$ cat config.mk
export PLATFORM = sky130hd
export DESIGN_NAME = mem_arbiter
export DESIGN_NICKNAME = d
export VERILOG_FILES = /design/src/rtl/mem_arb_pkg.sv /design/src/rtl/rd_tag_pipe.sv /design/src/rtl/mem_arbiter.sv
export SDC_FILE = /design/constraint.sdc
export NUM_CORES = 1
export LEC_CHECK = 0
export CORE_AREA = 2 2 121 123
export DETAILED_ROUTE_END_ITERATION = 10
export DIE_AREA = 0 0 123 125
export PLACE_DENSITY = 0.68
export SYNTH_ARGS = -nofsm -noshare
export SYNTH_HDL_FRONTEND = slang
export SYNTH_SLANG_ARGS = --single-unit
$ cat constraint.sdc
create_clock -name clk -period 2.3 [get_ports clk]
set_clock_uncertainty 0.15 [all_clocks]
set_input_delay 0.23 -clock clk [delete_from_list [all_inputs] [get_ports clk]]
set_output_delay 0.23 -clock clk [all_outputs]
set_load 0.005 [all_outputs]
$ cat src/rtl/mem_arb_pkg.sv
// Shared types and defaults for the unified-memory arbiter.
// Read responses are routed by an owner tag that travels alongside the memory read latency.
package mem_arb_pkg;

  localparam int unsigned ADDR_W_DEF     = 32;
  localparam int unsigned DATA_W_DEF     = 32;
  localparam int unsigned READ_LAT_DEF   = 1;
  localparam int unsigned STARVE_MAX_DEF = 8;
  localparam int unsigned MASK_W         = 4;
  localparam int unsigned STARVE_CNT_W   = 8;

  typedef enum logic {
    OWN_CORE = 1'b0,
    OWN_DBG  = 1'b1
  } owner_t;

  typedef struct packed {
    logic   valid;
    owner_t owner;
  } rd_tag_t;

  function automatic logic tag_hits(rd_tag_t tag, owner_t owner);
    return tag.valid && (tag.owner == owner);
  endfunction

endpackage

$ cat src/rtl/rd_tag_pipe.sv
// Fixed-depth shift register of read owner tags, aligned with the memory read latency.
// Tags reset to invalid so reads in flight at reset never produce a response.
module rd_tag_pipe
  import mem_arb_pkg::*;
#(
  parameter int unsigned Depth = 1
) (
  input  logic    clk,
  input  logic    rst_n,
  input  rd_tag_t i_tag,
  output rd_tag_t o_tag
);

  rd_tag_t r_stage [Depth];

  always_ff @(posedge clk or negedge rst_n) begin
    if (!rst_n) begin
      for (int i = 0; i < Depth; i++) begin
        r_stage[i] <= '0;
      end
    end else begin
      r_stage[0] <= i_tag;
      for (int i = 1; i < Depth; i++) begin
        r_stage[i] <= r_stage[i-1];
      end
    end
  end

  assign o_tag = r_stage[Depth-1];

endmodule

$ cat src/rtl/mem_arbiter.sv
// Two-port arbiter for the single instruction/data memory: core vs debug/loader.
// Grants are combinational; read data returns to whichever port owned the access.
module mem_arbiter
  import mem_arb_pkg::*;
#(
  parameter int unsigned ADDR_W     = ADDR_W_DEF,
  parameter int unsigned DATA_W     = DATA_W_DEF,
  parameter int unsigned READ_LAT   = READ_LAT_DEF,
  parameter int unsigned STARVE_MAX = STARVE_MAX_DEF
) (
  input  logic              clk,
  input  logic              rst_n,
  input  logic              core_req,
  input  logic              core_we,
  input  logic [ADDR_W-1:0] core_addr,
  input  logic [DATA_W-1:0] core_wdata,
  input  logic [MASK_W-1:0] core_wmask,
  output logic              core_gnt,
  output logic              core_rvalid,
  output logic [DATA_W-1:0] core_rdata,
  input  logic              dbg_req,
  input  logic              dbg_we,
  input  logic [ADDR_W-1:0] dbg_addr,
  input  logic [DATA_W-1:0] dbg_wdata,
  input  logic [MASK_W-1:0] dbg_wmask,
  input  logic              dbg_lock,
  output logic              dbg_gnt,
  output logic              dbg_rvalid,
  output logic [DATA_W-1:0] dbg_rdata,
  output logic [ADDR_W-1:0] mem_addr,
  output logic              mem_we,
  output logic [MASK_W-1:0] mem_wmask,
  output logic [DATA_W-1:0] mem_wdata,
  input  logic [DATA_W-1:0] mem_rdata,
  output logic              core_stall
);

  logic [STARVE_CNT_W-1:0] r_starve_cnt;
  logic [DATA_W-1:0]       r_core_rdata;
  logic [DATA_W-1:0]       r_dbg_rdata;
  logic                    w_starved;
  logic                    w_core_gnt;
  logic                    w_dbg_gnt;
  logic [ADDR_W-1:0]       w_addr;
  logic                    w_unused_addr_lsb;
  rd_tag_t                 w_tag_in;
  rd_tag_t                 w_tag_out;

  assign w_starved = (r_starve_cnt == STARVE_CNT_W'(STARVE_MAX));

  // Everything combinational is gated by rst_n so the outputs read idle while in reset.
  always_comb begin
    w_core_gnt = 1'b0;
    w_dbg_gnt  = 1'b0;
    if (rst_n) begin
      if (dbg_lock) begin
        w_dbg_gnt = dbg_req;
      end else if (dbg_req && (w_starved || !core_req)) begin
        w_dbg_gnt = 1'b1;
      end else begin
        w_core_gnt = core_req;
      end
    end
  end

  always_comb begin
    w_addr    = '0;
    mem_we    = 1'b0;
    mem_wmask = '0;
    mem_wdata = '0;
    if (w_core_gnt) begin
      w_addr    = core_addr;
      mem_we    = core_we;
      mem_wmask = core_we ? core_wmask : '0;
      mem_wdata = core_wdata;
    end else if (w_dbg_gnt) begin
      w_addr    = dbg_addr;
      mem_we    = dbg_we;
      mem_wmask = dbg_we ? dbg_wmask : '0;
      mem_wdata = dbg_wdata;
    end
  end

  assign mem_addr          = {w_addr[ADDR_W-1:2], 2'b00};
  assign w_unused_addr_lsb = ^w_addr[1:0];

  assign core_gnt   = w_core_gnt;
  assign dbg_gnt    = w_dbg_gnt;
  assign core_stall = rst_n & (dbg_lock | (core_req & ~w_core_gnt));

  always_comb begin
    w_tag_in.valid = (w_core_gnt & ~core_we) | (w_dbg_gnt & ~dbg_we);
    w_tag_in.owner = w_dbg_gnt ? OWN_DBG : OWN_CORE;
  end

  rd_tag_pipe #(
    .Depth (READ_LAT)
  ) u_rd_tag_pipe (
    .clk   (clk),
    .rst_n (rst_n),
    .i_tag (w_tag_in),
    .o_tag (w_tag_out)
  );

  assign core_rvalid = tag_hits(w_tag_out, OWN_CORE);
  assign dbg_rvalid  = tag_hits(w_tag_out, OWN_DBG);

  // Returning data is forwarded in the response cycle, then held for the idle cycles after.
  assign core_rdata = core_rvalid ? mem_rdata : r_core_rdata;
  assign dbg_rdata  = dbg_rvalid  ? mem_rdata : r_dbg_rdata;

  always_ff @(posedge clk or negedge rst_n) begin
    if (!rst_n) begin
      r_starve_cnt <= '0;
      r_core_rdata <= '0;
      r_dbg_rdata  <= '0;
    end else begin
      if (!dbg_req || w_dbg_gnt) begin
        r_starve_cnt <= '0;
      end else if (!w_starved) begin
        r_starve_cnt <= r_starve_cnt + 1'b1;
      end
      if (core_rvalid) begin
        r_core_rdata <= mem_rdata;
      end
      if (dbg_rvalid) begin
        r_dbg_rdata <= mem_rdata;
      end
    end
  end

endmodule

==> results.sh, run 1 <==
export IMPL_run_status="complete, but fails checks"
export IMPL_violations_in_the_final_reports="setup timing"
export IMPL_postSynthRegisterBits=74
export IMPL_port_buffers=306
export IMPL_power_leakage_nw=3.93
export IMPL_setup_worst_path_end_class="output port"
export IMPL_remaining_drc_errors=0
export IMPL_synthDominantCellAreaShare_pct=48.3
export IMPL_tritoncts="yes"
export IMPL_post_route_min_period_ns=2.63
export IMPL_worst_setup_path_start_kind="flip-flop"
export IMPL_setup_viol=68
export IMPL_layout_area_overhead_vs_synth_pct=118
export IMPL_ctsHtreeMaxLevel=3
export IMPL_detail_route_wirelength_um=19700
export IMPL_die_area_sq_um=15400
export IMPL_hold_viol_final=0
export IMPL_synth_edff_count=0
export IMPL_vias_per_cell=5.07
export IMPL_achievable_frequency_mhz=380
export IMPL_place_detailed_hpwl_um=14000
export IMPL_seq_area_frac_synth_pct=48.3
export IMPL_critPathArrivalTime_ns=2.25
export IMPL_synth_area_leader_cell="sky130_fd_sc_hd__dfrtp_1"
export IMPL_fin_cells=876
export IMPL_die_height_um=125
export IMPL_cts_buffers=9
export IMPL_worstSetupPathType="reg2out"
export IMPL_grt_remaining_overflow=0
export IMPL_io_pins=313
export IMPL_root_buffer="sky130_fd_sc_hd__clkbuf_16"
export IMPL_dr_total_vias=4441
export IMPL_cap_viol_max_count=0
export IMPL_yosys_warnings=0
export IMPL_critical_path_required_ns=1.92
export IMPL_floorplan_rows=44
export IMPL_fp_dieW_um=123
export IMPL_finalCritPeriodShare_pct=114
export IMPL_worst_slew_pin_transition_ns=0.975
export IMPL_final_design_area_no_fill_sq_um=8360
export IMPL_routedWlPerCell_um=22.5
export IMPL_ys_flop_type="sky130_fd_sc_hd__dfrtp_1"
export IMPL_antenna_found_initial=4
export IMPL_grt_use_total_pct=24.6
export IMPL_firstDrtPassIters=4
export IMPL_ir_worst_vdd_mv=0.420
export IMPL_placed_area_sq_um=7270
export IMPL_crit_path_max_fanout=7
export IMPL_timing_slew_headroom_pct=34.8
export IMPL_synthesis_area_sq_um=3830
export IMPL_post_synth_cell_area_avg_sq_um=12.4
export IMPL_dr_first_iter_drc_count=274
export IMPL_asyncSetResetFlopFracSynth_pct=100
export IMPL_insertion_delay_ns=0.33
export IMPL_post_route_cells_drive_above_1_share_pct=39.8
export IMPL_post_place_cells=794
export IMPL_pin_count_of_the_biggest_net_entering_global_routing=56
export IMPL_starting_density_of_the_core_pct=27.0
export IMPL_grt_first_pass_wirelength_um=28000
export IMPL_powerDensity_nw_per_um2=585
export IMPL_clk_transition_reported_paths_ns=0.06
export IMPL_final_nets=861
export IMPL_first_global_vias=4624
export IMPL_place_gp_congestion=0.897
export IMPL_timing_max_transition_violations_final=0
export IMPL_core_area_sq_um=14200
export IMPL_synth_top_cells_by_area="sky130_fd_sc_hd__dfrtp_1 48%, sky130_fd_sc_hd__mux2_2 19%, sky130_fd_sc_hd__a32o_1 16%"
export IMPL_hold_path_class="in2async"
export IMPL_setup_repair_after_global_routing_missed_its_margin="yes"
export IMPL_syn_inst=308
export IMPL_ant_nets=0
export IMPL_cts_num_sinks=74
export IMPL_setup_slack_ns=-0.328
export IMPL_synth_cell_type_count=42
export IMPL_max_clock_path_buffers=2
==> state kept, by name (all words and copies together), names as in the netlist <==
signal               flops
r_starve_cnt             8
r_core_rdata            32
u_rd_tag_pipe.o_tag      2
r_dbg_rdata             32
==> per-stage QoR <==
| step | setup slack (ns) | hold slack [ns] | setup TNS, ns | power [W] | util, % |
|---|---|---|---|---|---|
| floorplan | 0.217 | -0.216 | 0 | 0.00224 | - |
| global placement | -0.355 | 0.178 | -18.40 | 0.00345 | 51.2 |
| detailed placement | -0.362 | 0.181 | -18.65 | 0.00349 | 51.2 |
| CTS | -0.304 | 0.227 | -18.82 | 0.00496 | 57.0 |
| global route | -0.371 | 0.268 | -22.34 | 0.00513 | 58.8 |
| finish | -0.328 | 0.203 | -18.52 | 0.00489 | 58.9 |
==> synth_stat cells, drive strengths merged, types with 2 or more instances <==
cell type,n
dfrtp,74
nor2b,2
or3,3
o2bb2ai,4
and3b,2
ha,2
a32o,60
o21ai,7
a221oi,4
buf,19
inv,7
a211oi,2
xor2,2
o22ai,2
mux2,64
nand2,8
nor2,2
nand3,5
nand4,5
a21oi,2
clkbuf,16
==> critical path: stages (launching register included) <==
cell and delay [ns]:
sky130_fd_sc_hd__dfrtp_1 0.37, sky130_fd_sc_hd__or4_4 0.59, sky130_fd_sc_hd__o21ai_4 0.20, sky130_fd_sc_hd__buf_12 0.13, sky130_fd_sc_hd__buf_12 0.10, sky130_fd_sc_hd__buf_16 0.11
sky130_fd_sc_hd__buf_8 0.11, sky130_fd_sc_hd__a32o_1 0.16, sky130_fd_sc_hd__buf_2 0.12
==> repair_timing <==
action	in CTS	in global routing
endpoints found under the setup margin	125	113
hold buffers	1	0
pin swaps	59	21
gates resized for setup	350	92
gates cloned	16	3
hold endpoints to repair	19	0
buffers inserted	30	15
==> cell type report <==
class                   instances  area [sq um]
fillers                      1188          5840
inverters                       7          28.8
diodes                          3          7.51
flip-flops and latches         74          1850
clock inverters                 7          82.6
well taps                     184           230
repair buffers                399          4010
multi-input cells             193          1920
clock buffers                   9           225
==> logic make-up (layout without fill, tap and decap cells) <==
family	Yosys count	after routing	synth area share [%]
AOI/OAI and AO/OA	89	89	21.4
DFF	74	74	48.3
muxes	64	64	18.8
buffers and inverters	42	422	5.26
and+or+nand+nor	34	34	5.06
adders and majority gates	2	2	0.653
xor gates and xnor gates	2	2	0.457
other	1	5	0.0978
==> where the power goes <==
group | leakage (nW) | switching, W | internal (W) | total, W
logic | 2.90 | 0.000653 | 0.00111 | 0.00177
registers | 0.889 | 0.0000769 | 0.00160 | 0.00168
clock network | 0.145 | 0.000591 | 0.000859 | 0.00145
==> metal layers <==
layer / vias to the layer above / GRT usage (%) / wire length [um]
li1: 1998 / - / -
met1: 2158 / 24.8 / 6510
met2: 240 / 43.9 / 10400
met3: 45 / 8.21 / 1770
met4: 0 / 13.8 / 962
met5: - / 0 / 0
==> worst paths after layout <==
kind | from | endpoint | slack (ns) | depth (start not counted)
setup / recovery | r_starve_cnt[4] | mem_addr[3] | -0.33 | 8
hold / removal | rst_n | r_dbg_rdata[8] | 0.20 | 3
setup reg to reg | r_starve_cnt[0] | r_starve_cnt[0] | 0.03 | 11
hold reg to reg | r_dbg_rdata[29] | r_dbg_rdata[29] | 0.34 | 1
max in group asynchronous | rst_n | r_dbg_rdata[3] | 0.63 | 3
min in group clk | rst_n | r_starve_cnt[3] | 0.26 | 3
==> placed cells by master, fill, tap and decap left out, drive strengths merged, types with 2 or more instances in the layout <==
master         netlist  final
a32o                60     60
o21ai                7      7
inv                  7     11
clkdlybuf4s15        0      6
buf                 19    153
a211oi               2      2
xor2                 2      2
nor2                 2      2
clkdlybuf4s50        0    171
nand3                5      5
nand4                5      5
conb                 1      2
or3                  3      3
mux2                64     64
o2bb2ai              4      4
o22ai                2      2
and3b                2      2
a221oi               4      4
dfrtp               74     74
diode                0      3
clkinvlp             0      2
a21oi                2      2
nand2                8      8
clkbuf              16     32
nor2b                2      2
dlymetal6s2s         0     30
ha                   2      2
dlygate4sd2          0     15
(Power assumes the default switching activity.)
==> inputs of run 2 (changes only) <==
--- a/config.mk
+++ b/config.mk
@@ -9,6 +9,7 @@
 export DETAILED_ROUTE_END_ITERATION = 10
 export DIE_AREA = 0 0 123 125
 export PLACE_DENSITY = 0.68
+export RECOVER_POWER = 25
 export SYNTH_ARGS = -nofsm -noshare
 export SYNTH_HDL_FRONTEND = slang
 export SYNTH_SLANG_ARGS = --single-unit
==> run 2 against run 1 <==
Compared with the run above: the run still ends with setup timing left; via count is 0.61% higher; final cell count did not move; total power barely moved; worst setup slack improved by 0.0069 ns; final area down 0.10%; global-route usage unchanged.
==> results.sh, run 2 (synthesized netlist as in run 1, its figures left out) <==
export IMPL_run_status="complete, but fails checks"
export IMPL_violations_in_the_final_reports="setup timing"
export IMPL_detail_route_wirelength_um=19700
export IMPL_post_route_min_period_ns=2.62
export IMPL_tritoncts="yes"
export IMPL_timing_hold_ws_ns=0.341
export IMPL_critical_path_required_ns=1.92
export IMPL_insertion_delay_ns=0.33
export IMPL_hold_path_startpoint="r_dbg_rdata[29]"
export IMPL_reg2reg_setup_slack_ns=0.02
export IMPL_fin_cells=876
export IMPL_powerDensity_nw_per_um2=586
export IMPL_setup_viol=68
export IMPL_antenna_found_initial=4
export IMPL_max_clock_path_buffers=2
export IMPL_remaining_drc_errors=0
export IMPL_totalPowerFinal_w=0.00489
export IMPL_final_fill_count=1190
export IMPL_reg_top3="r_core_rdata: 32 flops, r_dbg_rdata: 32 flops, r_starve_cnt: 8 flops"
export IMPL_die_area_sq_um=15400
export IMPL_firstDrtPassIters=5
export IMPL_dr_first_iter_drc_count=297
export IMPL_place_detailed_hpwl_um=14000
export IMPL_layout_area_overhead_vs_synth_pct=118
export IMPL_reg2reg_from="r_starve_cnt[4]"
export IMPL_routedWlPerCell_um=22.4
export IMPL_crit_path_max_fanout=5
export IMPL_post_place_cells=794
export IMPL_dr_wl_met2_um=10500
export IMPL_first_global_vias=4624
export IMPL_critPathArrivalTime_ns=2.24
export IMPL_min_delay_path_depth=1
export IMPL_timing_slew_headroom_pct=10.4
export IMPL_tns_ns=-18.40
export IMPL_top_layer_used="met4"
export IMPL_vias_per_cell=5.10
export IMPL_cts_buffers=9
export IMPL_ant_nets=0
export IMPL_place_gp_congestion=0.897
export IMPL_fp_dieW_um=123
export IMPL_cts_num_sinks=74
export IMPL_power_leakage_nw=3.93
export IMPL_grt_remaining_overflow=0
export IMPL_grt_first_pass_wirelength_um=28000
export IMPL_dr_total_vias=4468
export IMPL_starting_density_of_the_core_pct=27.0
export IMPL_post_route_cells_drive_above_1_share_pct=39.6
export IMPL_combined_area_of_the_multi_input_logic_cells_sq_um=1920
export IMPL_port_buffers=306
export IMPL_hold_viol_final=0
export IMPL_core_area_sq_um=14200
export IMPL_cap_viol_max_count=0
export IMPL_layout_area_seq_sq_um=1850
export IMPL_ir_worst_vdd_mv=0.420
export IMPL_reg2reg_to="r_starve_cnt[5]"
export IMPL_r2r_cells=9
export IMPL_holdPathEnd="r_dbg_rdata[29]"
export IMPL_finalCritPeriodShare_pct=114
export IMPL_timing_max_transition_violations_final=0
export IMPL_layout_cells_most_common="sky130_fd_sc_hd__clkdlybuf4s50_1"
export IMPL_detail_route_wirelength_met1_um=6510
export IMPL_die_height_um=125
export IMPL_final_nets=861
export IMPL_hold_path_class="reg2reg"
export IMPL_worstSetupPathType="reg2out"
export IMPL_floorplan_rows=44
export IMPL_root_buffer="sky130_fd_sc_hd__clkbuf_16"
export IMPL_ctsHtreeMaxLevel=3
export IMPL_worst_slew_pin_transition_ns=1.34
export IMPL_clk_transition_reported_paths_ns=0.06
export IMPL_pin_count_of_the_biggest_net_entering_global_routing=56
export IMPL_achievable_frequency_mhz=381
export IMPL_final_cell_mix="171 x sky130_fd_sc_hd__clkdlybuf4s50_1, 74 x sky130_fd_sc_hd__dfrtp_1, 60 x sky130_fd_sc_hd__buf_2"
export IMPL_setup_slack_ns=-0.321
export IMPL_met3_length_um=1720
export IMPL_worst_setup_path_start_kind="flip-flop"
export IMPL_io_pins=313
export IMPL_setup_repair_after_global_routing_missed_its_margin="yes"
export IMPL_grt_use_total_pct=24.6
export IMPL_setup_worst_path_end_class="output port"
## run 2: cell count changes in the layout (fill, tap and decap cells not counted)
cell and delta:
sky130_fd_sc_hd__buf_4 -3, sky130_fd_sc_hd__clkbuf_1 +1, sky130_fd_sc_hd__clkbuf_2 +2
## run 2: worst max-delay path, stage by stage (launching register included)
cell and delay [ns]:
sky130_fd_sc_hd__dfrtp_1 0.37, sky130_fd_sc_hd__or4_4 0.59, sky130_fd_sc_hd__o21ai_4 0.21, sky130_fd_sc_hd__inv_4 0.09, sky130_fd_sc_hd__buf_8 0.16, sky130_fd_sc_hd__clkbuf_16 0.15
sky130_fd_sc_hd__a32o_1 0.20, sky130_fd_sc_hd__buf_2 0.13
## run 2: metrics by stage
stage	cell area [sq um]	utilization [%]	setup WS, ns
after global routing	8350	58.8	-0.371
after CTS	8100	57.0	-0.304
after detailed placement	7270	51.2	-0.362
after floorplan	3840	-	0.217
final	8350	58.8	-0.321
after global placement	7270	51.2	-0.355
## run 2: final cells by class
| cell class | count | area share, % |
|---|---|---|
| tap | 184 | 2.76 |
| clock inverter | 7 | 0.989 |
| timing repair buffer | 399 | 48.0 |
| clock buffer | 9 | 2.70 |
| inverter | 7 | 0.345 |
| multi-input combinational | 193 | 23.0 |
| sequential | 74 | 22.2 |
| antenna | 3 | 0.0899 |
## run 2: repair_timing
item	4_1_cts	5_1_grt
endpoints found under the setup margin	125	113
pin swaps	59	21
gates resized for setup	350	92
buffers inserted	30	15
gates cloned	16	3
hold buffers	1	0
endpoints found under the hold margin	19	0
## run 2: report_power, final
group	total, W	switching (W)	internal [W]
Sequential	0.00168	0.0000767	0.00160
Clock	0.00145	0.000592	0.000859
Combinational	0.00176	0.000653	0.00111
Total	0.00489	0.00132	0.00357
## run 2: layer usage
layer,up-vias,track usage (%)
met5,-,0
met2,222,43.9
li1,1995,-
met4,0,13.8
met1,2204,24.8
met3,47,8.21
## run 2: how the worst max path moves through the flow
| stage | start | end | slack (ns) | cells after the start |
|---|---|---|---|---|
| after floorplan | r_starve_cnt[4] | mem_wdata[28] | 0.22 | 6 |
| after global placement | r_starve_cnt[4] | mem_addr[26] | -0.35 | 5 |
| after detailed placement | r_starve_cnt[5] | mem_addr[26] | -0.36 | 5 |
| after CTS | r_starve_cnt[6] | mem_addr[4] | -0.30 | 8 |
| after global routing | r_starve_cnt[4] | mem_addr[3] | -0.37 | 8 |
| final | r_starve_cnt[4] | mem_addr[24] | -0.32 | 7 |
==> inputs of run 3 (changes only) <==
==> constraint.sdc (replaced) <==
create_clock -name clk -period 2.3 [get_ports clk]
set_clock_uncertainty 0.15 [all_clocks]
set_input_delay 0.46 -clock clk [delete_from_list [all_inputs] [get_ports clk]]
set_output_delay 0.46 -clock clk [all_outputs]
set_load 0.005 [all_outputs]
==> run 3 against run 2 <==
Compared with the run above: the flow still finishes with violations (setup timing); final area grew 7.2%; count of clock-buffer cells in the layout increased by 1; clock power down 3%; total power grew 9.3%; worst setup slack got worse by 0.39 ns; largest cell class unchanged; highest routed layer unchanged.
==> results.sh, run 3 (synthesized netlist as in run 1, its figures left out) <==
export IMPL_hold_path_class="reg2reg"
export IMPL_die_height_um=125
export IMPL_remaining_drc_errors=0
export IMPL_post_route_min_period_ns=3.02
export IMPL_post_place_ws_ns=-0.651
export IMPL_port_buffers=306
export IMPL_insertion_delay_ns=0.33
export IMPL_setup_slack_ns=-0.716
export IMPL_netSwitchingFraction_pct=26.7
export IMPL_worst_setup_path_start_kind="flip-flop"
export IMPL_cap_viol_max_count=0
export IMPL_hold_viol_final=0
export IMPL_layout_cells_most_common="sky130_fd_sc_hd__clkdlybuf4s50_1"
export IMPL_final_design_area_no_fill_sq_um=8950
export IMPL_core_area_sq_um=14200
export IMPL_p_sw_w=0.00143
export IMPL_post_route_cells_drive_above_1_share_pct=47.8
export IMPL_tns_ns=-41.81
export IMPL_crit_path_max_fanout=13
export IMPL_dr_first_iter_drc_count=228
export IMPL_powerDensity_nw_per_um2=598
export IMPL_firstDrtPassIters=5
export IMPL_io_pins=313
export IMPL_combined_area_of_the_multi_input_logic_cells_sq_um=2160
export IMPL_placed_area_sq_um=7350
export IMPL_worstSetupPathType="reg2out"
export IMPL_timing_slew_headroom_pct=8.57
export IMPL_routedWlPerCell_um=24.2
export IMPL_grt_use_total_pct=27.4
export IMPL_dr_total_vias=4645
export IMPL_antenna_found_initial=0
export IMPL_ir_worst_vdd_mv=0.339
export IMPL_cts_buffers=9
export IMPL_share_clk_of_total_power_pct=26.1
export IMPL_violations_in_the_final_reports="setup timing"
export IMPL_antennaDiodeCount=0
export IMPL_critical_path_required_ns=1.69
export IMPL_layout_area_seq_sq_um=1850
export IMPL_timing_max_transition_violations_final=0
export IMPL_clk_transition_reported_paths_ns=0.06
export IMPL_first_global_vias=4927
export IMPL_seqPwrFrac_pct=31.9
export IMPL_final_fill_count=1104
export IMPL_setup_viol=106
export IMPL_critPathArrivalTime_ns=2.41
export IMPL_tritoncts="yes"
export IMPL_power_report_internal_total_w=0.00392
export IMPL_vias_per_cell=5.16
export IMPL_final_cell_mix="166 x sky130_fd_sc_hd__clkdlybuf4s50_1, 80 x sky130_fd_sc_hd__buf_6, 73 x sky130_fd_sc_hd__dfrtp_1"
export IMPL_grt_remaining_overflow=0
export IMPL_final_nets=889
export IMPL_achievable_frequency_mhz=332
export IMPL_reg_top3="r_core_rdata: 32 flops, r_dbg_rdata: 32 flops, r_starve_cnt: 8 flops"
export IMPL_root_buffer="sky130_fd_sc_hd__clkbuf_16"
export IMPL_worst_slew_pin_transition_ns=1.37
export IMPL_setup_repair_after_global_routing_missed_its_margin="yes"
export IMPL_setup_worst_path_end_class="output port"
export IMPL_cts_num_sinks=74
export IMPL_grt_first_pass_wirelength_um=31000
export IMPL_detail_route_wirelength_um=21800
export IMPL_place_detailed_hpwl_um=14600
export IMPL_fraction_of_power_consumed_by_combinational_cells_pct=42.0
export IMPL_ant_nets=0
export IMPL_finalCritPeriodShare_pct=131
export IMPL_ctsHtreeMaxLevel=3
export IMPL_max_clock_path_buffers=2
export IMPL_pin_count_of_the_biggest_net_entering_global_routing=45
export IMPL_fp_dieW_um=123
export IMPL_die_area_sq_um=15400
export IMPL_place_gp_congestion=0.878
export IMPL_floorplan_rows=44
export IMPL_run_status="complete, but fails checks"
export IMPL_starting_density_of_the_core_pct=27.0
export IMPL_power_leakage_nw=4.21
export IMPL_layout_area_overhead_vs_synth_pct=134
==> run 3: changes by cell type in the layout (fill, tap and decap cells not counted), moves of 5 or more <==
cell	delta
sky130_fd_sc_hd__buf_12	+7
sky130_fd_sc_hd__buf_2	-12
sky130_fd_sc_hd__buf_6	+65
sky130_fd_sc_hd__buf_8	+5
sky130_fd_sc_hd__clkdlybuf4s50_1	-5
sky130_fd_sc_hd__dlymetal6s2s_1	-27
sky130_fd_sc_hd__mux2_2	-52
sky130_fd_sc_hd__mux2_4	+52
==> run 3: metrics by stage <==
step                hold slack (ns)  total power (W)  utilization, %  instances
floorplan                    0.0144          0.00224               -        309
global placement              0.308          0.00347            51.8        800
detailed placement            0.315          0.00352            51.8        800
CTS                           0.115          0.00513            60.9        887
global route                  0.357          0.00558            63.0        901
finish                        0.344          0.00535            63.0        901
==> run 3: layout make-up <==
class                           count  share of cell area (%)
Clock buffer                       10                    2.56
Clock inverter                      6                   0.741
Inverter                            7                   0.350
Multi-Input combinational cell    193                    24.1
Sequential cell                    74                    20.7
Tap cell                          184                    2.57
Timing Repair Buffer              427                    48.9
==> run 3: worst paths after layout <==
check / start / slack (ns) / cells after the start / to
min in group asynchronous: rst_n / 0.55 / 3 / u_rd_tag_pipe.o_tag[1]
max reg2reg: r_starve_cnt[7] / 0.08 / 8 / r_starve_cnt[6]
max in group asynchronous: rst_n / 0.55 / 3 / u_rd_tag_pipe.o_tag[0]
min reg2reg: r_dbg_rdata[10] / 0.34 / 1 / r_dbg_rdata[10]
min: r_dbg_rdata[10] / 0.34 / 1 / r_dbg_rdata[10]
max: r_starve_cnt[7] / -0.72 / 7 / mem_wdata[16]
==> run 3: power by group through the flow <==
stage | Sequential, W | Combinational (W) | Clock (W)
CTS | 0.00169 | 0.00203 | 0.00141
detailed placement | 0.00170 | 0.00182 | 0
finish | 0.00171 | 0.00224 | 0.00140
floorplan | 0.00167 | 0.000571 | 0
global placement | 0.00168 | 0.00179 | 0
global route | 0.00173 | 0.00237 | 0.00148
==> run 3: worst max-delay path: stages (launching register included) <==
cell	delay, ns
sky130_fd_sc_hd__dfrtp_1	0.38
sky130_fd_sc_hd__or4_4	0.60
sky130_fd_sc_hd__buf_6	0.15
sky130_fd_sc_hd__o21ai_4	0.19
sky130_fd_sc_hd__inv_6	0.10
sky130_fd_sc_hd__buf_6	0.16
sky130_fd_sc_hd__a32o_1	0.22
sky130_fd_sc_hd__dlygate4sd2_1	0.27
==> run 3: layer usage <==
| metal | share of wire (%) | vias to the layer above | global-route usage (%) |
|---|---|---|---|
| met1 | 35 | 2320 | 29.0 |
| met2 | 56 | 235 | 53.5 |
| met3 | 5.4 | 46 | 5.16 |
| li1 | - | 2044 | - |
| met5 | 0 | - | 0 |
| met4 | 3.5 | 0 | 8.29 |
==> run 3: repair_timing <==
| item | CTS | global route |
|---|---|---|
| pin swaps | 31 | 13 |
| cloned | 17 | 0 |
| gates resized for setup | 551 | 143 |
| hold endpoints to repair | 10 | 0 |
| setup buffers | 54 | 25 |
| setup endpoints to repair | 134 | 137 |
| hold buffers | 1 | 0 |
